`src/rtl/ahb_addr_decoder.sv`:
```
`timescale 1ns/1ps
// -----------------------------------------------------------------------------
// ahb_addr_decoder
//
// Address-phase half of an AHB-Lite slave interconnect. Decodes haddr into a
// one-hot slave select for the response mux, and hosts a built-in default
// slave that answers transfers to unmapped addresses with the two-cycle AHB
// ERROR response. The address of the most recent fault and a saturating fault
// count are kept for debug.
//
// Parameters
//   SLAVE_DEVISES_CNT  number of mapped slaves
//   SLV_BASE           packed base addresses, slave i at [32*i+31:32*i]
//   SLV_MASK           packed match masks, same layout as SLV_BASE
//   ERR_CNT_W          width of the fault counter
//
// Ports
//   clk           in   system clock
//   rst_n         in   asynchronous active-low reset
//   haddr         in   AHB address (address phase)
//   htrans        in   AHB transfer type
//   hready        in   bus-level HREADY from the slave response mux
//   err_clr       in   synchronous clear of err_cnt / err_valid
//   hsel_s        out  one-hot slave select (combinational, from haddr only)
//   def_readyout  out  default-slave HREADYOUT
//   def_resp      out  default-slave HRESP
//   err_valid     out  sticky flag: a fault occurred since reset or clear
//   err_addr      out  haddr of the most recent faulting transfer
//   err_cnt       out  saturating fault count
// -----------------------------------------------------------------------------
module ahb_addr_decoder #(
    parameter int                               SLAVE_DEVISES_CNT = 2,
    parameter logic [SLAVE_DEVISES_CNT*32-1:0]  SLV_BASE          = {32'h0001_0000, 32'h0000_0000},
    parameter logic [SLAVE_DEVISES_CNT*32-1:0]  SLV_MASK          = {32'hFFFF_0000, 32'hFFFF_0000},
    parameter int                               ERR_CNT_W         = 8
) (
    input  logic                          clk,
    input  logic                          rst_n,
    input  logic [31:0]                   haddr,
    input  logic [1:0]                    htrans,
    input  logic                          hready,
    input  logic                          err_clr,
    output logic [SLAVE_DEVISES_CNT-1:0]  hsel_s,
    output logic                          def_readyout,
    output logic                          def_resp,
    output logic                          err_valid,
    output logic [31:0]                   err_addr,
    output logic [ERR_CNT_W-1:0]          err_cnt
);

    localparam logic [ERR_CNT_W-1:0] CNT_ONE = {{(ERR_CNT_W-1){1'b0}}, 1'b1};
    localparam logic [ERR_CNT_W-1:0] CNT_MAX = {ERR_CNT_W{1'b1}};

    typedef enum logic [1:0] {
        D_IDLE = 2'd0,
        D_ERR1 = 2'd1,
        D_ERR2 = 2'd2
    } def_state_e;

    // -------------------------------------------------------------------------
    // Address decode
    // -------------------------------------------------------------------------
    logic [SLAVE_DEVISES_CNT-1:0] match_raw;
    logic [SLAVE_DEVISES_CNT-1:0] hsel_comb;
    logic                         found;

    genvar gi;
    generate
        for (gi = 0; gi < SLAVE_DEVISES_CNT; gi++) begin : g_match
            assign match_raw[gi] =
                ((haddr & SLV_MASK[32*gi +: 32]) == SLV_BASE[32*gi +: 32]);
        end
    endgenerate

    // Overlapping regions: the lowest index wins, so the select stays one-hot.
    always_comb begin
        hsel_comb = '0;
        found     = 1'b0;
        for (int i = 0; i < SLAVE_DEVISES_CNT; i++) begin
            if (match_raw[i] && !found) begin
                hsel_comb[i] = 1'b1;
                found        = 1'b1;
            end
        end
    end

    assign hsel_s = hsel_comb;

    // -------------------------------------------------------------------------
    // Transfer qualification
    // -------------------------------------------------------------------------
    logic unmapped;
    logic accept;
    logic fault;

    // htrans[1] alone separates NONSEQ/SEQ from IDLE/BUSY.
    logic unused_htrans0;
    assign unused_htrans0 = htrans[0];

    assign unmapped = ~|hsel_comb;
    assign accept   = hready & htrans[1];
    assign fault    = accept & unmapped;

    // -------------------------------------------------------------------------
    // Default slave FSM
    // -------------------------------------------------------------------------
    def_state_e state_q, state_d;
    logic       readyout_q, readyout_d;
    logic       resp_q, resp_d;

    always_comb begin
        state_d = state_q;
        case (state_q)
            D_IDLE:  if (fault) state_d = D_ERR1;
            D_ERR1:  state_d = D_ERR2;
            // A new fault accepted in the last ERROR cycle restarts the
            // response without passing through idle.
            D_ERR2:  state_d = fault ? D_ERR1 : D_IDLE;
            default: state_d = D_IDLE;
        endcase

        // Outputs are registered alongside the state, so they are decoded
        // from the next state here.
        readyout_d = (state_d != D_ERR1);
        resp_d     = (state_d != D_IDLE);
    end

    always_ff @(posedge clk or negedge rst_n) begin
        if (!rst_n) begin
            state_q    <= D_IDLE;
            readyout_q <= 1'b1;
            resp_q     <= 1'b0;
        end else begin
            state_q    <= state_d;
            readyout_q <= readyout_d;
            resp_q     <= resp_d;
        end
    end

    assign def_readyout = readyout_q;
    assign def_resp     = resp_q;

    // -------------------------------------------------------------------------
    // Debug registers
    // -------------------------------------------------------------------------
    logic                 err_valid_q, err_valid_d;
    logic [31:0]          err_addr_q, err_addr_d;
    logic [ERR_CNT_W-1:0] err_cnt_q, err_cnt_d;
    logic [ERR_CNT_W-1:0] cnt_base;

    always_comb begin
        err_valid_d = err_valid_q;
        err_addr_d  = err_addr_q;
        err_cnt_d   = err_cnt_q;

        // A fault in the same cycle as a clear counts from zero, so the
        // fault is never lost to the clear.
        cnt_base = err_clr ? '0 : err_cnt_q;

        if (fault) begin
            err_valid_d = 1'b1;
            err_addr_d  = haddr;
            err_cnt_d   = (cnt_base == CNT_MAX) ? CNT_MAX : cnt_base + CNT_ONE;
        end else if (err_clr) begin
            err_valid_d = 1'b0;
            err_cnt_d   = '0;
        end
    end

    always_ff @(posedge clk or negedge rst_n) begin
        if (!rst_n) begin
            err_valid_q <= 1'b0;
            err_addr_q  <= '0;
            err_cnt_q   <= '0;
        end else begin
            err_valid_q <= err_valid_d;
            err_addr_q  <= err_addr_d;
            err_cnt_q   <= err_cnt_d;
        end
    end

    assign err_valid = err_valid_q;
    assign err_addr  = err_addr_q;
    assign err_cnt   = err_cnt_q;

endmodule

```
`config.mk`:
```
export PLATFORM = sky130hd
export DESIGN_NAME = ahb_addr_decoder
export DESIGN_NICKNAME = d
export VERILOG_FILES = /design/src/rtl/ahb_addr_decoder.sv
export SDC_FILE = /design/constraint.sdc
export NUM_CORES = 1
export LEC_CHECK = 0
export CAP_MARGIN = 20
export CELL_PAD_IN_SITES_DETAIL_PLACEMENT = 1
export CELL_PAD_IN_SITES_GLOBAL_PLACEMENT = 1
export CORE_MARGIN = 4
export CORE_UTILIZATION = 33
export CTS_CLUSTER_DIAMETER = 120
export DETAILED_ROUTE_END_ITERATION = 16
export HOLD_SLACK_MARGIN = 0.05
export PLACE_DENSITY_LB_ADDON = 0.1
export SYNTH_ARGS = -nofsm -noshare
export SYNTH_HDL_FRONTEND = slang
export SYNTH_SLANG_ARGS = --single-unit
```
`constraint.sdc`:
```
create_clock -name clk -period 2.2 [get_ports clk]
set_clock_uncertainty 0.2 [all_clocks]
set_input_delay 0.33 -clock clk [delete_from_list [all_inputs] [get_ports clk]]
set_output_delay 0.33 -clock clk [all_outputs]
set_load 0.005 [all_outputs]
```
==> results of run 1 <==
-- routing by layer --
metal	up-vias	track usage (%)	wire length, µm
met1	784	17.8	2270
li1	715	-	-
met5	-	0	0
met4	0	3.31	23
met2	47	27.7	2960
met3	2	4.23	326
-- cell type report --
type | count | share of cell area, %
clock buffer | 5 | 2.15
clock inverter | 3 | 0.548
inverter | 3 | 0.353
multi-input combinational | 89 | 27.0
sequential | 45 | 35.3
tap | 75 | 2.94
timing repair buffer | 105 | 31.7
-- state kept, by name, indices dropped and copies added, names as in the netlist --
signal        flops
def_readyout      1
err_cnt           8
state_q           2
err_valid         1
def_resp          1
err_addr         32
-- critical path, cell delays in order --
cell,delay [ps]
clkdlybuf4s50_1,510
nor4_2,60
buf_4,140
buf_4,120
buf_4,130
a41oi_4,210
buf_6,320
mux2_4,330
-- worst max-delay path by stage --
stage / cells past startpoint / end / start
2_1_floorplan: 4 / err_addr[0]$_DFFE_PN0P_ / haddr[20]
5_1_grt: 7 / hsel_s[1] / haddr[20]
3_5_place_dp: 6 / hsel_s[1] / haddr[19]
3_3_place_gp: 6 / hsel_s[1] / haddr[24]
4_1_cts: 7 / hsel_s[1] / haddr[27]
6_report: 8 / err_addr[4]$_DFFE_PN0P_ / haddr[20]
-- through the flow --
| step | utilization, % | TNS [ps] | area [µm²] | hold WS [ps] | power, mW |
|---|---|---|---|---|---|
| finish | 54.0 | 0 | 3190 | 137 | 2.01 |
| global route | 54.0 | -33.7 | 3190 | 116 | 2.12 |
| CTS | 53.2 | -145 | 3150 | 213 | 2.04 |
| detailed placement | 51.3 | -9730 | 3040 | 201 | 1.52 |
| global placement | 51.3 | -7090 | 3040 | 197 | 1.50 |
| floorplan | - | 0 | 2010 | -166 | 1.18 |
-- timing repair --
action | 4_1_cts | 5_1_grt
setup endpoints to repair | 3 | 5
pin swaps | 3 | 5
resized for setup | 9 | 15
endpoints found under the hold margin | 44 | 0
setup buffers | 1 | 2
hold buffers | 1 | 0
-- kinds of logic (layout without fill, tap and decap cells) --
kind of cell             Yosys count  count (layout)  synth area share, %
flip-flops                        45              45                 56.1
adder cells (fa/ha/maj)            1               1                0.622
buffers and inverters              7             116                 2.80
AND/OR/NAND/NOR                   41              41                 10.6
AO/OA/AOI/OAI                     11              11                 3.98
multiplexers                      36              36                 25.9
-- power groups by stage --
stage	Sequential [mW]	Clock (mW)	Combinational [mW]
after CTS	0.986	0.527	0.527
after global routing	0.999	0.566	0.551
after global placement	0.992	0	0.507
after floorplan	1.00	0	0.179
final	0.985	0.503	0.517
after detailed placement	1.00	0	0.521
-- Yosys cell counts (all sizes together) (2+ instances only) --
cell / instances
a21oi: 2
a31oi: 3
and3: 2
buf: 4
dfrtp: 44
inv: 3
mux2: 33
mux2i: 3
nand2: 8
nand3: 3
nand4: 5
nor2: 9
nor2b: 6
nor4: 3
o21ai: 2
==> metrics.log, run 1 <==
[metrics] antenna cells: 0
[metrics] period utilisation layout: between 90% and 100%
[metrics] Final GP Congestion: around 0.79
[metrics] data arrival time of the worst path: 2160 ps
[metrics] Least-Margin Pin Slew: 581 ps
[metrics] length in cells of the worst reg-to-reg path: 6
[metrics] first-pass detailed-route iteration total: 4
[metrics] number of placed instances, taps included: roughly 310
[metrics] die span in x: 86.1 µm
[metrics] number of global-route vias before repair: roughly 1,700
[metrics] leading register cell type out of synthesis: dfrtp_1
[metrics] Critical Path Sink Type: flip-flop
[metrics] asr flop ratio synth: 100%
[metrics] Cells after Synth: roughly 140
[metrics] Final Slew Violations: 0
[metrics] portion of the post-synthesis area used by sequential elements: between 50 and 60%
[metrics] Final Critical Period: around 2200 ps
[metrics] instance count along the most critical hold path: 2
[metrics] FF/Latch Area: 1130 µm²
[metrics] Die Height: between 80 and 90 µm
[metrics] Post-Synthesis Cell Area: approximately 2000 µm²
[metrics] largest net degree at the start of global routing: between 40 and 50
[metrics] count of flip-flops with a built-in enable after synthesis: 0
[metrics] worst-case setup margin in the final layout: about 22 ps
[metrics] total of endpoints with negative setup slack in the final report: 0
[metrics] Routed Antenna Nets: 0
[metrics] placeable core region: between 5000 and 6000 µm²
[metrics] headroom to the max-slew limit: just over 60%
[metrics] launch instance of the worst register-to-register path: err_cnt[0]$_DFF_PN0_
[metrics] end of the worst register-to-register path: err_cnt[2]$_DFF_PN0_
[metrics] final HPWL from detailed placement: approximately 4200 µm
[metrics] first-iteration detailed-routing DRC count: 30
[metrics] I/O pin count: 83
[metrics] final layout net count: ~290
[metrics] DRC violations left: 0
[metrics] clock share of power: between 20% and 30%
[metrics] H-tree depth reported by CTS: 2
[metrics] clock tree from TritonCTS: built
[metrics] type of the tightest min-delay check: input pin to flip-flop
[metrics] status: complete, no violations
[metrics] worst IR drop on VDD: between 0.3 and 0.4 mV
[metrics] Layout fillers: 618
[metrics] sequential group share of total power: between 40% and 50%
[metrics] most common library cell in the layout ignoring fill and taps: clkdlybuf4s50_1
[metrics] post-detailed-route wirelength per cell: about 17 µm
[metrics] signed area change from the synthesized netlist to the final layout: 58.9%
[metrics] Port Buffer Count: just over 80
[metrics] total number of vias: 1,548
[metrics] effective utilization at floorplan: between 30% and 40%
[metrics] Warnings, synthesis: 0
[metrics] clk sink count: 45
[metrics] GRT Util Overall: approximately 15%
[metrics] first-pass GRT wire length: about 8800 µm
[metrics] slack of the worst reg-to-reg path: roughly 360 ps
[metrics] post-layout instance count excluding filler cells: 325
[metrics] Hold Path Sink: err_addr[21]$_DFFE_PN0P_
[metrics] switching power share of the total: about 25%
[metrics] number of synthesized register bits: 45
[metrics] CTS buffer count: 5
[metrics] required time at the endpoint of the critical path: around 2200 ps
[metrics] kind of critical path: input pin to flip-flop
[metrics] count of standard-cell rows: 28
[metrics] area leader, netlist: dfrtp_1
[metrics] Avg Inst Size Synth: around 14 µm²
[metrics] synth unique cells: 27
[metrics] cell-internal power: between 1.5 and 2 mW
[metrics] fraction of layout cells with a size suffix above 1: 29.2%
[metrics] maximum fanout along the worst path: 21
[metrics] Worst setup SP type: input pin
[metrics] # Max-Cap Violations: 0
[metrics] insertion delay of the later-clocked pin in the worst-skew pair: between 200 and 300 ps
[metrics] syn_nets: 180
[metrics] min-delay src: haddr[21]
[metrics] placement-stage worst setup slack: -448 ps
[metrics] endpoints failing hold: 0
[metrics] leakage power figure: approximately 1.5 nW
[metrics] CTS root buffer: clkbuf_8
[metrics] area share of the leading cell type in the synthesized netlist: roughly 55%
[metrics] detail-routed via count per cell: ~4.8
[metrics] switching power total: about 0.5 mW
[metrics] combinational share of power: 25.8%
[metrics] overflow left after global routing: 0
[metrics] clock input transition at the sequential cells of the worst setup and hold paths: 90 ps
[metrics] area occupied by multi-input gates: around 860 µm²
[metrics] full die area: between 7000 and 8000 µm²
[metrics] initial antenna violation count: 0
[metrics] dominant cells by area after synthesis: dfrtp_1 55%, mux2_4 24%, buf_6 2.2%, nor2b_1 1.9%, nor2_1 1.7%
[metrics] most frequent cells in the layout: 66 x clkdlybuf4s50_1, 44 x dfrtp_1, 32 x mux2_4
[metrics] maximum frequency from static timing analysis: about 0.46 GHz
[metrics] Power Dens Cells: 628 nW/µm²
[metrics] post-detailed-routing wire length: ~5600 µm
[metrics] Max clock buf depth: 2
No activity file was read; power rests on OpenSTA's default activity.
==> run 2, diff against run 1 <==
--- a/config.mk
+++ b/config.mk
@@ -11,6 +11,7 @@
 export CORE_MARGIN = 4
 export CORE_UTILIZATION = 33
 export CTS_CLUSTER_DIAMETER = 120
+export CTS_CLUSTER_SIZE = 10
 export DETAILED_ROUTE_END_ITERATION = 16
 export HOLD_SLACK_MARGIN = 0.05
 export PLACE_DENSITY_LB_ADDON = 0.1
==> results of run 2 <==
The final DEF is identical to that of run 1; final timing and power are the same.
==> run 3, diff against run 2 <==
--- a/config.mk
+++ b/config.mk
@@ -5,7 +5,6 @@
 export SDC_FILE = /design/constraint.sdc
 export NUM_CORES = 1
 export LEC_CHECK = 0
-export CAP_MARGIN = 20
 export CELL_PAD_IN_SITES_DETAIL_PLACEMENT = 1
 export CELL_PAD_IN_SITES_GLOBAL_PLACEMENT = 1
 export CORE_MARGIN = 4
@@ -15,6 +14,8 @@
 export DETAILED_ROUTE_END_ITERATION = 16
 export HOLD_SLACK_MARGIN = 0.05
 export PLACE_DENSITY_LB_ADDON = 0.1
+export REMOVE_ABC_BUFFERS = 1
+export SLEW_MARGIN = 30
 export SYNTH_ARGS = -nofsm -noshare
 export SYNTH_HDL_FRONTEND = slang
 export SYNTH_SLANG_ARGS = --single-unit
==> metrics.log, run 3 (synthesis results as in run 1) <==
[metrics] status: complete, no violations
[metrics] launch instance of the worst register-to-register path: err_cnt[0]$_DFF_PN0_
[metrics] number of global-route vias before repair: about 1,800
[metrics] maximum fanout along the worst path: 3
[metrics] clock input transition at the sequential cells of the worst setup and hold paths: roughly 90 ps
[metrics] initial antenna violation count: 0
[metrics] headroom to the max-slew limit: between 70% and 80%
[metrics] first-pass GRT wire length: just under 9000 µm
[metrics] required time at the endpoint of the critical path: 1670 ps
[metrics] Port Buffer Count: between 80 and 90
[metrics] antenna cells: 0
[metrics] final layout net count: a little under 300
[metrics] instance count along the most critical hold path: 2
[metrics] full die area: about 7400 µm²
[metrics] total of endpoints with negative setup slack in the final report: 0
[metrics] # Max-Cap Violations: 0
[metrics] total number of vias: 1,546
[metrics] CTS buffer count: 5
[metrics] fraction of layout cells with a size suffix above 1: between 20% and 30%
[metrics] first-iteration detailed-routing DRC count: 41
[metrics] overflow left after global routing: 0
[metrics] kind of critical path: input pin to output port
[metrics] count of standard-cell rows: 28
[metrics] leakage power figure: about 1.5 nW
[metrics] signed area change from the synthesized netlist to the final layout: 61.8%
[metrics] DRC violations left: 0
[metrics] GRT Util Overall: between 10% and 20%
[metrics] type of the tightest min-delay check: input pin to flip-flop
[metrics] clk sink count: 45
[metrics] Final Slew Violations: 0
[metrics] Routed Antenna Nets: 0
[metrics] critical-path cell with the highest stage delay: clkdlybuf4s50_1
[metrics] Worst setup SP type: input pin
[metrics] post-detailed-routing wire length: approximately 5600 µm
[metrics] data arrival time of the worst path: 1610 ps
[metrics] most frequent cells in the layout: 68 x clkdlybuf4s50_1, 44 x dfrtp_1, 32 x mux2_4
[metrics] Setup TNS Final: 0 ps
[metrics] slack of the worst reg-to-reg path: 390 ps
[metrics] placeable core region: 5920 µm²
[metrics] Hold Path Sink: err_addr[20]$_DFFE_PN0P_
[metrics] most common library cell in the layout ignoring fill and taps: clkdlybuf4s50_1
[metrics] clock tree from TritonCTS: built
[metrics] max reg flops: 32
[metrics] Max clock buf depth: 2
[metrics] post-detailed-route wirelength per cell: around 17 µm
[metrics] Power Dens Cells: 634 nW/µm²
[metrics] Final Critical Period: roughly 2100 ps
[metrics] period utilisation layout: 97.1%
[metrics] endpoints failing hold: 0
[metrics] Final GP Congestion: about 0.72
[metrics] effective utilization at floorplan: around a third
[metrics] final HPWL from detailed placement: about 4200 µm
[metrics] CTS root buffer: clkbuf_8
[metrics] detail-routed via count per cell: 4.73
[metrics] largest net degree at the start of global routing: between 40 and 50
[metrics] Least-Margin Pin Slew: around 300 ps
[metrics] die span in x: about 86 µm
[metrics] insertion delay of the later-clocked pin in the worst-skew pair: around 310 ps
[metrics] min-delay src: haddr[20]
[metrics] end of the worst register-to-register path: err_cnt[0]$_DFF_PN0_
[metrics] Critical Path Sink Type: output port
[metrics] total design power: ~2.1 mW
[metrics] Die Height: 86.1 µm
[metrics] worst IR drop on VDD: roughly 0.34 mV
[metrics] length in cells of the worst reg-to-reg path: 6
[metrics] cell chain of the critical path: clkdlybuf4s50_1 > nor4_2 > buf_4 > nand4_1 > nor2_1 > clkdlybuf4s15_2
[metrics] first-pass detailed-route iteration total: 4
[metrics] maximum frequency from static timing analysis: 0.468 GHz
[metrics] biggest cell delay along the critical path: 440 ps
[metrics] I/O pin count: between 80 and 90
[metrics] H-tree depth reported by CTS: 2
## run 3: cell count changes in the layout (fill, tap and decap cells not counted), moves of 2 or more
cell,before,now
clkinv_2,2,0
buf_6,1,3
clkdlybuf4s50_1,66,68
dlygate4sd2_1,3,7
buf_4,21,18
buf_12,1,3
dlymetal6s2s_1,9,3
## run 3: report_power, final
group          total, mW  switching (mW)  internal (mW)  leakage [nW]
Clock              0.542           0.312          0.230        0.0447
Sequential         0.986          0.0614          0.925         0.546
Combinational      0.533           0.157          0.376         0.909
## run 3: routing by layer
layer / global-route usage [%] / wire length (µm)
met5: 0 / 0
met4: 4.32 / 59
met3: 4.90 / 325
met2: 27.1 / 3060
met1: 17.6 / 2200
## run 3: stage by stage
step / area (µm²) / worst slack, ps / util [%] / std cells / hold slack (ps)
global route: 3250 / -20.7 / 54.9 / 327 / 123
floorplan: 1970 / -851 / - / 137 / -166
finish: 3250 / 63.0 / 54.9 / 327 / 144
detailed placement: 3050 / -376 / 51.5 / 313 / 133
CTS: 3180 / 27.3 / 53.7 / 324 / 219
global placement: 3050 / -351 / 51.5 / 313 / 127
## run 3: timing repair
| item | 4_1_cts | 5_1_grt |
|---|---|---|
| setup buffers | 3 | 1 |
| gates resized for setup | 14 | 8 |
| pin swaps | 6 | 6 |
| cloned | 0 | 2 |
| hold buffers | 1 | 0 |
| hold endpoints to repair | 44 | 0 |
| setup endpoints to repair | 2 | 9 |
## run 3: critical path, delay by kind of cell
family	cells	cell delay, ps
buffers and inverters	3	820
and+or+nand+nor	3	470
## run 3: final cells by class
type	count	area, µm²
inverter	3	11.3
clock buffer	5	68.8
tap	75	93.8
sequential	45	1130
fill	609	2670
multi-input combinational	89	862
clock inverter	3	25.0
timing repair buffer	107	1060
## run 3: worst max path at each step
stage / from / end / slack [ps] / cells after the start
floorplan: haddr[20] / err_cnt[3]$_DFF_PN0_ / -850 / 4
global placement: haddr[24] / hsel_s[1] / -350 / 6
detailed placement: haddr[19] / hsel_s[0] / -380 / 6
CTS: haddr[23] / hsel_s[1] / 30 / 5
global route: haddr[24] / hsel_s[0] / -20 / 6
finish: haddr[24] / hsel_s[0] / 60 / 6
